--- src/rtl/riscv_pkg.sv ---
// Base RISC-V machine-word type shared by the execution units.
package riscv;
  localparam int unsigned XLEN = 64;
  typedef logic [XLEN-1:0] xlen_t;
endpackage

--- src/rtl/ariane_pkg.sv ---
// Functional-unit payload, PAU opcodes and PAU arbiter constants.
package ariane_pkg;
  localparam int unsigned TRANS_ID_BITS   = 3;
  localparam int unsigned PAU_ARB_TIMEOUT = 16;

  typedef enum logic [3:0] {
    PADD, PSUB, PMUL, PDIV, PSQRT,
    QCLR, QMADD, QMSUB, QNEG, QROUND
  } fu_op;

  typedef struct packed {
    fu_op                     operation;
    riscv::xlen_t             operand_a;
    riscv::xlen_t             operand_b;
    logic [TRANS_ID_BITS-1:0] trans_id;
  } fu_data_t;

  typedef enum logic [1:0] {
    PAU_IDLE, PAU_ISSUE, PAU_WAIT, PAU_RESP
  } pau_state_e;

  // Any op that touches the shared quire accumulator.
  function automatic logic is_quire_op(fu_op op);
    return op inside {QCLR, QMADD, QMSUB, QNEG, QROUND};
  endfunction

  // Quire ops that claim ownership of the accumulator.
  function automatic logic is_quire_acq(fu_op op);
    return op inside {QCLR, QMADD, QMSUB, QNEG};
  endfunction
endpackage

--- src/rtl/pau_rr_arb.sv ---
// Two-input round-robin grant: the pointed-to requester wins when both are eligible.
module pau_rr_arb (
  input  logic [1:0] eligible,
  input  logic       ptr,
  output logic [1:0] gnt
);
  always_comb begin
    gnt = '0;
    if (eligible[ptr])       gnt[ptr]  = 1'b1;
    else if (eligible[~ptr]) gnt[~ptr] = 1'b1;
  end
endmodule

--- src/rtl/pau_arbiter.sv ---
// Shares one PAU between two requesters, one op in flight, with response timeout.
// Optional quire ownership lock enabled by defining PAU_QUIRE_LOCK_EN.
module pau_arbiter
  import ariane_pkg::*;
#(
  parameter int unsigned TIMEOUT = PAU_ARB_TIMEOUT
) (
  input  logic                          clk_i,
  input  logic                          rst_ni,
  input  logic [1:0]                    req_valid_i,
  output logic [1:0]                    req_ready_o,
  input  fu_data_t [1:0]                req_data_i,
  output logic [1:0]                    rsp_valid_o,
  output logic [1:0][TRANS_ID_BITS-1:0] rsp_trans_id_o,
  output riscv::xlen_t [1:0]            rsp_result_o,
  output logic [1:0]                    rsp_err_o,
  output fu_data_t                      pau_data_o,
  output logic                          pau_valid_o,
  input  logic                          pau_valid_i,
  input  logic [TRANS_ID_BITS-1:0]      pau_trans_id_i,
  input  riscv::xlen_t                  pau_result_i
);
  localparam int unsigned CNT_W = (TIMEOUT > 1) ? $clog2(TIMEOUT) : 1;

  pau_state_e       state_q;
  logic             ptr_q;
  logic             hold_idx_q;
  fu_data_t         hold_q;
  logic [CNT_W-1:0] cnt_q;
  logic [1:0]       eligible, gnt, accept;
  logic             acc_idx, match, timeout;

`ifdef PAU_QUIRE_LOCK_EN
  logic lock_q, owner_q;

  // Quire ops from the non-owner are held off while the lock is taken.
  always_comb begin
    for (int r = 0; r < 2; r++) begin
      eligible[r] = req_valid_i[r] &
                    ~(lock_q && (owner_q != 1'(r)) && is_quire_op(req_data_i[r].operation));
    end
  end
`else
  assign eligible = req_valid_i;
`endif

  pau_rr_arb u_rr_arb (
    .eligible (eligible),
    .ptr      (ptr_q),
    .gnt      (gnt)
  );

  // Ready is gated by reset so every output is quiet while rst_ni is low.
  assign req_ready_o = (rst_ni && state_q == PAU_IDLE) ? gnt : 2'b00;
  assign accept      = req_valid_i & req_ready_o;
  assign acc_idx     = accept[1];
  assign match       = pau_valid_i && (pau_trans_id_i == hold_q.trans_id);
  assign timeout     = (cnt_q == CNT_W'(TIMEOUT - 1));
  assign pau_valid_o = (state_q == PAU_ISSUE);
  assign pau_data_o  = (state_q == PAU_ISSUE) ? hold_q : '0;

  always_ff @(posedge clk_i or negedge rst_ni) begin
    if (!rst_ni) begin
      state_q        <= PAU_IDLE;
      ptr_q          <= 1'b0;
      hold_idx_q     <= 1'b0;
      hold_q         <= '0;
      cnt_q          <= '0;
      rsp_valid_o    <= '0;
      rsp_trans_id_o <= '0;
      rsp_result_o   <= '0;
      rsp_err_o      <= '0;
`ifdef PAU_QUIRE_LOCK_EN
      lock_q         <= 1'b0;
      owner_q        <= 1'b0;
`endif
    end else begin
      rsp_valid_o    <= '0;
      rsp_trans_id_o <= '0;
      rsp_result_o   <= '0;
      rsp_err_o      <= '0;
      case (state_q)
        PAU_IDLE: begin
          if (|accept) begin
            hold_q     <= req_data_i[acc_idx];
            hold_idx_q <= acc_idx;
            ptr_q      <= ~acc_idx;
            state_q    <= PAU_ISSUE;
`ifdef PAU_QUIRE_LOCK_EN
            if (is_quire_acq(req_data_i[acc_idx].operation)) begin
              lock_q  <= 1'b1;
              owner_q <= acc_idx;
            end else if (req_data_i[acc_idx].operation == QROUND && lock_q &&
                         owner_q == acc_idx) begin
              lock_q <= 1'b0;
            end
`endif
          end
        end
        PAU_ISSUE: begin
          cnt_q   <= '0;
          state_q <= PAU_WAIT;
        end
        // A matching result wins over a timeout landing in the same cycle.
        PAU_WAIT: begin
          if (match || timeout) begin
            state_q                     <= PAU_RESP;
            rsp_valid_o[hold_idx_q]     <= 1'b1;
            rsp_trans_id_o[hold_idx_q]  <= hold_q.trans_id;
            rsp_result_o[hold_idx_q]    <= match ? pau_result_i : '0;
            rsp_err_o[hold_idx_q]       <= ~match;
`ifdef PAU_QUIRE_LOCK_EN
            if (!match) lock_q <= 1'b0;
`endif
          end else begin
            cnt_q <= cnt_q + CNT_W'(1);
          end
        end
        PAU_RESP: state_q <= PAU_IDLE;
        default:  state_q <= PAU_IDLE;
      endcase
    end
  end
endmodule

--- config.mk ---
export PLATFORM = sky130hd
export DESIGN_NAME = pau_arbiter
export DESIGN_NICKNAME = d
export VERILOG_FILES = /design/src/rtl/riscv_pkg.sv /design/src/rtl/ariane_pkg.sv /design/src/rtl/pau_rr_arb.sv /design/src/rtl/pau_arbiter.sv
export SDC_FILE = /design/constraint.sdc
export NUM_CORES = 1
export LEC_CHECK = 0
export ABC_AREA = 0
export CAP_MARGIN = 40
export CORE_AREA = 2 2 238 240
export CTS_CLUSTER_DIAMETER = 120
export DETAILED_ROUTE_END_ITERATION = 6
export DIE_AREA = 0 0 240 242
export GPL_TIMING_DRIVEN = 0
export PLACE_DENSITY = 0.46
export SLEW_MARGIN = 20
export SYNTH_ARGS = -nofsm -noshare
export SYNTH_HDL_FRONTEND = slang
export SYNTH_HIERARCHICAL = 1
export SYNTH_SLANG_ARGS = --single-unit
--- constraint.sdc ---
create_clock -name clk_i -period 5.5 [get_ports clk_i]
set_input_delay 0.825 -clock clk_i [delete_from_list [all_inputs] [get_ports clk_i]]
set_output_delay 0.825 -clock clk_i [all_outputs]
set_load 0.05 [all_outputs]
==> results.toml <==
[status]
status = "finished, final reports clean"

[sta]
fmax_mhz = 220
hold_violations = 0
slew_headroom = 0.540
skew_ns = 0.00984
setup_tns_ns = 0
worst_slew_pin_slew_ns = 0.688
slew_violations = 0
finalSetupViolCount = 0
fin_crit_ns = 4.55
fin_crit_sh = 0.828
rsz0062_at_grt = "false"

[pwr]
cellLeakagePower_nw = 9.49
peakVddDrop_uv = 189
powerDensity_nw_per_um2 = 466

[floorplan]
die-area_sq_um = 58100
io_pins = 618
die_h_microns = 242
coreArea_sq_um = 55700
rows = 87
initial_core_util = 0.209
die_x_microns = 240

[final_layout]
seq_area_sq_um = 7030
multiInputGateArea_sq_um = 4250
final_cell_count_no_fill = 2392
nFillCells = 5583
drive_above_1_share = 0.0559
area_growth_pct = 72.3
fin_nets = 1949

[yosys]
yosys.area.top_type_share = 0.605
syn_area_per_cell_sq_um = 12.3
syn_nets = 1290
yosysTopAreaCell = "dfrtp_1"
syn_inst = 943
synth.distinct_cells = 26
synth_area_leaders = "dfrtp_1 (61%), and2_1 (15%), a22o_1 (10%)"
netlist_area_sq_um = 11600
yosysWarnings = 6
ys_ff_latch = 281
yosysSeqAreaShare = 0.605

[cts]
clk_latency_ns = 0.56
ctsResizeCount = 0
h-tree-depth = 2
cts_setup_buffers = 0
numCtsBuffers = 37
clockRootBuffer = "clkbuf_16"
cts_sinks = 281
clock_path_buffers = 3
path_clk_slew_ns = 0.06
cts_tree = "yes"
cts_hold_buf = 0

[job]
maxCapViolCount = 0

[setup_path]
cp_common_cell = "clkbuf_1"
critPathMaxFanout = 10
worstPathCellList = "inv_1 -> ha_1 -> clkbuf_1 -> clkbuf_1 -> clkbuf_1 -> and2_1 -> clkdlybuf4s50_1"
path_class = "reg2out"
start_kind = "flip-flop"
critPathMaxStageDelay_ns = 0.84
critical-path-top-delay-family = "buffers and inverters"
end_kind = "output port"
critPathBufInv = 5
rrSetupSlack_ns = 3.20
cp.required_ns = 4.68
cp_slowest_cell = "clkdlybuf4s50_1"
worstPathArrival_ns = 3.73

[global_routing]
gr-usage-all-layers = 0.167
overflow = 0
grt_max_degree = 92
grt_pass1_vias = 11100
grt_pass1_wl_microns = 72700
antenna_found_initial = 12

[place]
port_buffers = 617
dp.cells = 2319
hpwl_microns = 37800
routabilityCongestion = 0.794

[drt]
routedWlPerCell_microns = 20.6
ant_nets = 0
via_per_inst = 4.20
vias = 10000
wl_microns = 49300
dr.pass1.iters = 4
drc_errors = 0
first_iter_violations = 340

[hold_path]
min-delay-path-class = "in2async"
[area by class of cell]
cell class,instances,share of cell area
Antenna cell,7,0.000875
Buffer,72,0.0157
Sequential cell,281,0.351
Multi-Input combinational cell,584,0.212
Tap cell,756,0.0472
Inverter,6,0.00112
Clock inverter,13,0.00718
Timing Repair Buffer,620,0.313
Clock buffer,53,0.0517
[kinds of logic (layout without fill, tap and decap cells)]
family	count (synthesis)	count (layout)	synth area share
other cells	0	7	0
flops	281	281	0.605
xor+xnor	3	3	0.00226
fa+ha+maj	5	5	0.00538
compound gates	281	281	0.196
mux	5	5	0.00474
simple gates	290	290	0.158
buf+inv	78	764	0.0291
[layer usage]
layer | global-route usage | part of all wire
met2 | 0.291 | 0.50
met1 | 0.181 | 0.37
met5 | 0 | 0.0013
met3 | 0.0802 | 0.11
met4 | 0.0417 | 0.018
[report_power, final]
group / internal, mW / switching, mW / leakage, nW / total, mW
clock: 1.37 / 0.988 / 0.579 / 2.36
sequential: 2.62 / 0.283 / 3.67 / 2.90
combinational: 1.73 / 2.34 / 5.24 / 4.08
[final timing paths]
check / start / endpoint / cells after the start
max: state_q[1] / pau_data_o[101] / 7
min: rst_ni / rsp_result_o[39] / 1
max reg2reg: state_q[0] / hold_q[118] / 9
min reg2reg: hold_idx_q / hold_idx_q / 1
max in group asynchronous: rst_ni / hold_q[37] / 3
min in group clk_i: hold_idx_q / hold_idx_q / 1
[synthesized netlist by cell type]
cell type  count
nand4_4        1
nand3_1        3
a21oi_1        4
inv_1          6
a22o_1       135
a211oi_1       1
buf_4          5
clkbuf_1      46
and2_1       271
a21boi_1       2
a21oi_4        1
a21o_1       136
buf_2         21
nor2_4         3
nand2b_1       2
and4_1         1
mux2i_1        4
dfrtp_1      281
mux2_4         1
o21ai_0        1
ha_1           5
nand4_1        1
nand2_1        5
a32o_1         1
xnor2_1        3
and3_1         3
[worst register-to-register path: cells and delay by family, from the launching register on]
| family | cells | cell delay, ns |
|---|---|---|
| AO/OA/AOI/OAI | 2 | 0.21 |
| adder cells (fa/ha/maj) | 1 | 0.25 |
| AND/OR/NAND/NOR | 2 | 0.50 |
| flip-flops | 1 | 0.38 |
| buffers and inverters | 4 | 0.89 |
[cell usage in the layout, fill, tap and decap left out, types with 2 or more instances in the layout]
cell type	netlist	routed
diode_2	0	7
clkinv_2	0	8
a22o_1	135	135
clkbuf_16	0	37
buf_4	5	5
nor2_4	3	3
a21oi_1	4	4
a21o_1	136	136
nand2_1	5	5
a21boi_1	2	2
xnor2_1	3	3
clkdlybuf4s50_1	0	616
mux2i_1	4	4
buf_2	21	21
ha_1	5	5
inv_1	6	6
and3_1	3	3
dfrtp_1	281	281
clkbuf_1	46	57
and2_1	271	271
nand2b_1	2	2
buf_16	0	3
nand3_1	3	3
clkbuf_8	0	5
[through the flow]
step | total power [mW] | setup slack (ns) | utilization | area (sq um) | hold slack [ns]
final | 9.34 | 0.946 | 0.359 | 20000 | 0.191
after global routing | 9.84 | 0.659 | 0.359 | 20000 | 0.216
after CTS | 9.49 | 0.838 | 0.359 | 20000 | 0.196
after detailed placement | 7.05 | 1.46 | 0.338 | 18800 | 0.484
after global placement | 7.01 | -9.86 | 0.336 | 18700 | 0.473
after floorplan | 5.53 | 2.53 | - | 11600 | 0.461
[flip-flops by register name (all words and copies together), names as in the netlist]
signal,cells
rsp_valid_o,2
rsp_trans_id_o,6
hold_idx_q,1
rsp_err_o,2
rsp_result_o,128
state_q,2
ptr_q,1
cnt_q,4
hold_q,135
Note: power is estimated with default switching activity, not from simulation.
